[src/rtl/dense_rom_seq_pkg.sv]
// Shared types and ROM geometry for the dense-layer ROM burst sequencer.
// Build option: DENSE_ROM_SEQ_RR_EN selects round-robin arbitration (default fixed priority).
package dense_rom_seq_pkg;

    localparam int ROM_ADDR_W = 7;
    localparam int ROM_DATA_W = 16;
    localparam int ROM_DEPTH  = 128;

    typedef enum logic [1:0] {
        IDLE   = 2'd0,
        STREAM = 2'd1,
        DRAIN  = 2'd2
    } state_e;

endpackage

[src/rtl/dense_rom_rr_arb.sv]
// Command arbiter for the ROM sequencer: one-hot grant plus encoded winner.
// DENSE_ROM_SEQ_RR_EN defined: round-robin from a rotating pointer; otherwise lowest index wins.
module dense_rom_rr_arb #(
    parameter int NUM_REQ = 4,
    parameter int ID_W    = $clog2(NUM_REQ)
) (
`ifdef DENSE_ROM_SEQ_RR_EN
    input  logic               clk_i,
    input  logic               rst_ni,
    input  logic               upd_i,
`endif
    input  logic [NUM_REQ-1:0] req_i,
    output logic [NUM_REQ-1:0] gnt_o,
    output logic [ID_W-1:0]    idx_o,
    output logic               any_o
);

    logic [ID_W-1:0] base;

`ifdef DENSE_ROM_SEQ_RR_EN
    logic [ID_W-1:0] ptr_q, ptr_d;

    // Pointer lands just past the winner so it has lowest priority next time.
    always_comb begin
        ptr_d = ptr_q;
        if (upd_i) begin
            ptr_d = (int'(idx_o) == NUM_REQ - 1) ? '0 : idx_o + 1'b1;
        end
    end

    always_ff @(posedge clk_i) begin
        if (!rst_ni) begin
            ptr_q <= '0;
        end else begin
            ptr_q <= ptr_d;
        end
    end

    assign base = ptr_q;
`else
    assign base = '0;
`endif

    always_comb begin
        int j;
        j     = 0;
        gnt_o = '0;
        idx_o = '0;
        any_o = 1'b0;
        for (int k = 0; k < NUM_REQ; k++) begin
            j = (int'(base) + k) % NUM_REQ;
            if (!any_o && req_i[j]) begin
                any_o = 1'b1;
                idx_o = ID_W'(j);
            end
        end
        if (any_o) begin
            gnt_o[idx_o] = 1'b1;
        end
    end

endmodule

[src/rtl/dense_rom_seq.sv]
// Burst sequencer sharing one registered-read dense-layer ROM among NUM_REQ requesters.
// Build option: DENSE_ROM_SEQ_RR_EN enables round-robin arbitration in dense_rom_rr_arb.
module dense_rom_seq
    import dense_rom_seq_pkg::*;
#(
    parameter int  NUM_REQ = 4,
    parameter int  ADDR_W  = ROM_ADDR_W,
    parameter int  DATA_W  = ROM_DATA_W,
    localparam int ID_W    = $clog2(NUM_REQ)
) (
    input  logic                      clock_i,
    input  logic                      reset_n_i,
    input  logic [NUM_REQ-1:0]        cmd_valid_i,
    output logic [NUM_REQ-1:0]        cmd_ready_o,
    input  logic [NUM_REQ*ADDR_W-1:0] cmd_addr_i,
    input  logic [NUM_REQ*ADDR_W-1:0] cmd_len_i,
    output logic [ADDR_W-1:0]         rom_addr_o,
    input  logic [DATA_W-1:0]         rom_data_i,
    output logic                      dat_valid_o,
    output logic [DATA_W-1:0]         dat_data_o,
    output logic [ID_W-1:0]           dat_id_o,
    output logic                      dat_last_o,
    output logic                      busy_o
);

    state_e             state_q, state_d;
    logic [ADDR_W-1:0]  addr_q, addr_d;
    logic [ADDR_W-1:0]  cnt_q, cnt_d;
    logic [ID_W-1:0]    owner_q, owner_d;
    logic               tag_vld_q, tag_vld_d;
    logic [ID_W-1:0]    tag_id_q, tag_id_d;
    logic               tag_last_q, tag_last_d;

    logic [NUM_REQ-1:0] gnt;
    logic [ID_W-1:0]    gnt_idx;
    logic               gnt_any;
    logic               take;

    assign take = (state_q == IDLE) && gnt_any;

    dense_rom_rr_arb #(
        .NUM_REQ (NUM_REQ),
        .ID_W    (ID_W)
    ) u_arb (
`ifdef DENSE_ROM_SEQ_RR_EN
        .clk_i   (clock_i),
        .rst_ni  (reset_n_i),
        .upd_i   (take),
`endif
        .req_i   (cmd_valid_i),
        .gnt_o   (gnt),
        .idx_o   (gnt_idx),
        .any_o   (gnt_any)
    );

    assign cmd_ready_o = (state_q == IDLE) ? gnt : '0;

    always_comb begin
        state_d    = state_q;
        addr_d     = addr_q;
        cnt_d      = cnt_q;
        owner_d    = owner_q;
        tag_vld_d  = 1'b0;
        tag_id_d   = '0;
        tag_last_d = 1'b0;
        case (state_q)
            IDLE: begin
                if (gnt_any) begin
                    state_d = STREAM;
                    addr_d  = cmd_addr_i[gnt_idx*ADDR_W +: ADDR_W];
                    cnt_d   = cmd_len_i[gnt_idx*ADDR_W +: ADDR_W];
                    owner_d = gnt_idx;
                end
            end
            STREAM: begin
                // Address wraps naturally at the ROM depth.
                addr_d     = addr_q + 1'b1;
                tag_vld_d  = 1'b1;
                tag_id_d   = owner_q;
                tag_last_d = (cnt_q == '0);
                if (cnt_q == '0) begin
                    state_d = DRAIN;
                end else begin
                    cnt_d = cnt_q - 1'b1;
                end
            end
            DRAIN: begin
                state_d = IDLE;
            end
            default: begin
                state_d = IDLE;
            end
        endcase
    end

    always_ff @(posedge clock_i) begin
        if (!reset_n_i) begin
            state_q    <= IDLE;
            addr_q     <= '0;
            cnt_q      <= '0;
            owner_q    <= '0;
            tag_vld_q  <= 1'b0;
            tag_id_q   <= '0;
            tag_last_q <= 1'b0;
        end else begin
            state_q    <= state_d;
            addr_q     <= addr_d;
            cnt_q      <= cnt_d;
            owner_q    <= owner_d;
            tag_vld_q  <= tag_vld_d;
            tag_id_q   <= tag_id_d;
            tag_last_q <= tag_last_d;
        end
    end

    // The ROM output register is the data stage; the tag register aligns with it.
    assign rom_addr_o  = addr_q;
    assign dat_valid_o = tag_vld_q;
    assign dat_data_o  = rom_data_i;
    assign dat_id_o    = tag_id_q;
    assign dat_last_o  = tag_last_q;
    assign busy_o      = (state_q != IDLE);

endmodule
[config.mk]
export PLATFORM = sky130hd
export DESIGN_NAME = dense_rom_seq
export DESIGN_NICKNAME = d
export VERILOG_FILES = /design/src/rtl/dense_rom_seq_pkg.sv /design/src/rtl/dense_rom_rr_arb.sv /design/src/rtl/dense_rom_seq.sv
export SDC_FILE = /design/constraint.sdc
export NUM_CORES = 1
export LEC_CHECK = 0
export CAP_MARGIN = 5
export CELL_PAD_IN_SITES_DETAIL_PLACEMENT = 1
export CELL_PAD_IN_SITES_GLOBAL_PLACEMENT = 1
export CORE_MARGIN = 5
export CORE_UTILIZATION = 26
export DETAILED_ROUTE_END_ITERATION = 10
export PLACE_DENSITY_LB_ADDON = 0.1
export SETUP_SLACK_MARGIN = 0.3
export SYNTH_ARGS = -nofsm -noshare
export SYNTH_HDL_FRONTEND = slang
export SYNTH_SLANG_ARGS = --single-unit
[constraint.sdc]
create_clock -name clock_i -period 1.8 [get_ports clock_i]
set_input_delay 0.27 -clock clock_i [delete_from_list [all_inputs] [get_ports clock_i]]
set_output_delay 0.27 -clock clock_i [all_outputs]
set_load 0.02 [all_outputs]
==> results.md <==
- Status: completed
- Yosys warning count: 0
- Post-route ant nets: 0
- Clk pin slew, worst setup/hold paths: 0.09 ns
- Largest net degree at the start of global routing: 20
- Worst Max-Slew Pin Slew: 0.405 ns
- Core Util, Final: 44.1%
- Core area: 0.00687 sq mm
- Layout cells sized above 1: 25.4%
- Placed insts: 414
- Grt total ovfl: 0
- Critical Path RT: 1.53 ns
- Worst Setup End Kind: output port
- Die H: 94.3 microns
- Worst-Skew Late Latency: 0.28 ns
- Sequential-to-total area share from yosys stat: 23.8%
- Htree depth: 1
- Peak supply drop: 0.000281 V
- RSZ-0062 raised after global routing: true
- Fin area: 0.00303 sq mm
- Commonest non-fill, non-tap cell in the layout: clkdlybuf4s50_1
- Global-route wire length before repair: 11700 microns
- Mapped Area: 0.00185 sq mm
- Max frequency: 647 MHz
- I/O pin count: 110
- Total routed wirelength: 7210 microns
- Drt first pass iters: 4
- GRT Overall Usage: 16.6%
- Initial DRC count: 91
- DR vias/cell: 5.11
- Most frequent cells in the layout: 59 x clkdlybuf4s50_1, 36 x buf_4, 20 x a21oi_1
- Wire per inst: 16.9 microns
- Final hold vios: 0
- Max cap viols: 0
- Num CTS Buffers: 3
- Synth Flop Type: dfxtp_1
- Via count: 2183
- Path type of the worst setup path: register to output port
- Part of the cycle the worst path needs: 85.9%
- Distinct cells, synth: 56
- Avg Inst Size Synth: 7.61 sq um
- Number of global-route vias before repair: 2270
- CTS Root Cell: clkbuf_8
- Slew HR: 72.6%
- Post-synth ARST share: 0%
- Post-Syn Instances: 243
- Starting Density: 26.9%
- HP Class: register to register
- Nets: 412
- Routability congestion estimate: 0.801
- IO buf count: 77
- Critical path arrival: 1.28 ns
- Initial antenna violation count: 0
- Post-DP HPWL: 5560 microns
- Startpoint types: register
- Crit Path Max Fanout: 7
- # diodes: 0
- Synthesized Nets: 323
- Area grow syn2layout: 63.8%
- PD cells: 849 mW/mm^2
- Setup-failing EPs final: 0
- Die area: 0.00889 sq mm
- Clk_skew: 0.00785 ns
- Synth Register Bits: 22
- Die width: 94.3 microns
- Final Max Slew Viols: 0
- Final min period: 1.55 ns
- Pleak: 1.26 nW
- CTS tree: done
- Clock Sinks: 22
- DP Area: 0.00279 sq mm
- EDFF count, synth: 0
- Residual DRC: 0
- CTS max path bufs: 2
- Hold-fix buffers, CTS: 0
- # fillers: 829
- Cell Rows: 30
- Final std cells w/o fill: 427
==> per-stage QoR <==
stage | total power [mW] | hold WS (ns) | setup TNS [ns] | setup WS [ns]
floorplan | 1.38 | 0.419 | 0 | 0.307
global placement | 1.90 | 0.450 | -4.38 | -0.254
detailed placement | 1.92 | 0.463 | -4.84 | -0.282
CTS | 2.52 | 0.492 | 0 | 0.205
global route | 2.74 | 0.512 | 0 | 0.197
finish | 2.57 | 0.489 | 0 | 0.255
==> layout make-up <==
cell class                 count  area (sq um)  share of cell area, %
tap                           96           120                   3.97
sequential                    22           453                   15.0
inverter                      16          60.1                   1.98
clock inverter                 1          30.0                  0.992
clock buffer                   3          41.3                   1.36
timing repair buffer         117          1070                   35.3
multi-input combinational    172          1250                   41.4
==> power by group <==
| part | leakage [nW] | switching (mW) | internal (mW) |
|---|---|---|---|
| combinational | 1.04 | 0.676 | 0.707 |
| sequential | 0.184 | 0.116 | 0.594 |
| clock | 0.0357 | 0.181 | 0.298 |
==> per-layer routing <==
layer	GRT usage [%]	share of wire, %	wire length, microns	vias to the layer above
met5	0	0	0	-
met4	6.26	1.8	131	0
met3	4.17	8.0	578	12
met2	25.4	43	3130	69
met1	22.3	47	3370	1035
li1	-	-	-	1067
==> critical path, cell delays in order, from the launching register on <==
cell,delay [ns]
dfxtp_4,0.37
nor2_4,0.22
buf_6,0.13
and3_4,0.16
buf_6,0.11
==> sequential cells by signal, indices dropped and copies added, names as in the netlist <==
signal       cells
rom_addr_o       7
dat_valid_o      1
owner_q          2
dat_id_o         2
cnt_q            7
dat_last_o       1
state_q          2
==> Yosys cell counts, types with 2 or more instances <==
library cell	n	share of area (%)
a21oi_1	20	5.4
a221o_1	4	2.2
a221oi_1	5	2.4
a2bb2oi_1	3	1.4
a31oi_1	4	1.4
a32o_1	3	1.6
and2_1	10	3.4
and3_1	8	2.7
and3b_1	3	1.4
buf_2	7	1.9
buf_4	16	6.5
clkbuf_1	8	1.6
dfxtp_1	22	24
ha_1	2	1.4
inv_1	16	3.2
nand2_1	5	1.0
nand2b_1	4	1.4
nand3_1	7	1.9
nand3b_1	8	3.2
nor2_1	7	1.4
nor2b_1	5	1.7
nor3_1	4	1.1
nor3b_1	2	0.81
nor4_1	3	1.0
o211ai_1	4	1.6
o21a_1	7	2.8
o21ai_0	21	5.7
o22ai_1	2	0.68
o311ai_0	2	0.95
o31ai_1	5	2.0
==> final timing paths <==
kind | start | endpoint | slack (ns) | depth (start not counted)
hold / removal | owner_q[1]$_SDFFE_PN0P_ | dat_id_o[1]$_SDFF_PN0_ | 0.49 | 1
hold reg to reg | owner_q[1]$_SDFFE_PN0P_ | dat_id_o[1]$_SDFF_PN0_ | 0.49 | 1
setup reg to reg | cnt_q[0]$_SDFFE_PN0P_ | cnt_q[4]$_SDFFE_PN0P_ | 0.26 | 6
setup / recovery | state_q[0]$_SDFFE_PN0P_ | cmd_ready_o[3] | 0.25 | 4
==> kinds of logic after synthesis <==
group	Yosys count	synth area share [%]
buf+inv	49	14.2
compound gates	94	35.1
flops	22	23.8
fa+ha+maj	2	1.35
simple gates	75	25.1
mux	1	0.542
==> repair_timing <==
| item | in CTS | in global routing |
|---|---|---|
| gates resized for setup | 62 | 18 |
| cloned | 1 | 0 |
| setup buffers | 6 | 2 |
| setup endpoints to repair | 28 | 22 |
| hold endpoints to repair | 0 | 0 |
| pin swaps | 7 | 5 |
Power figures use the tool's default switching activity.
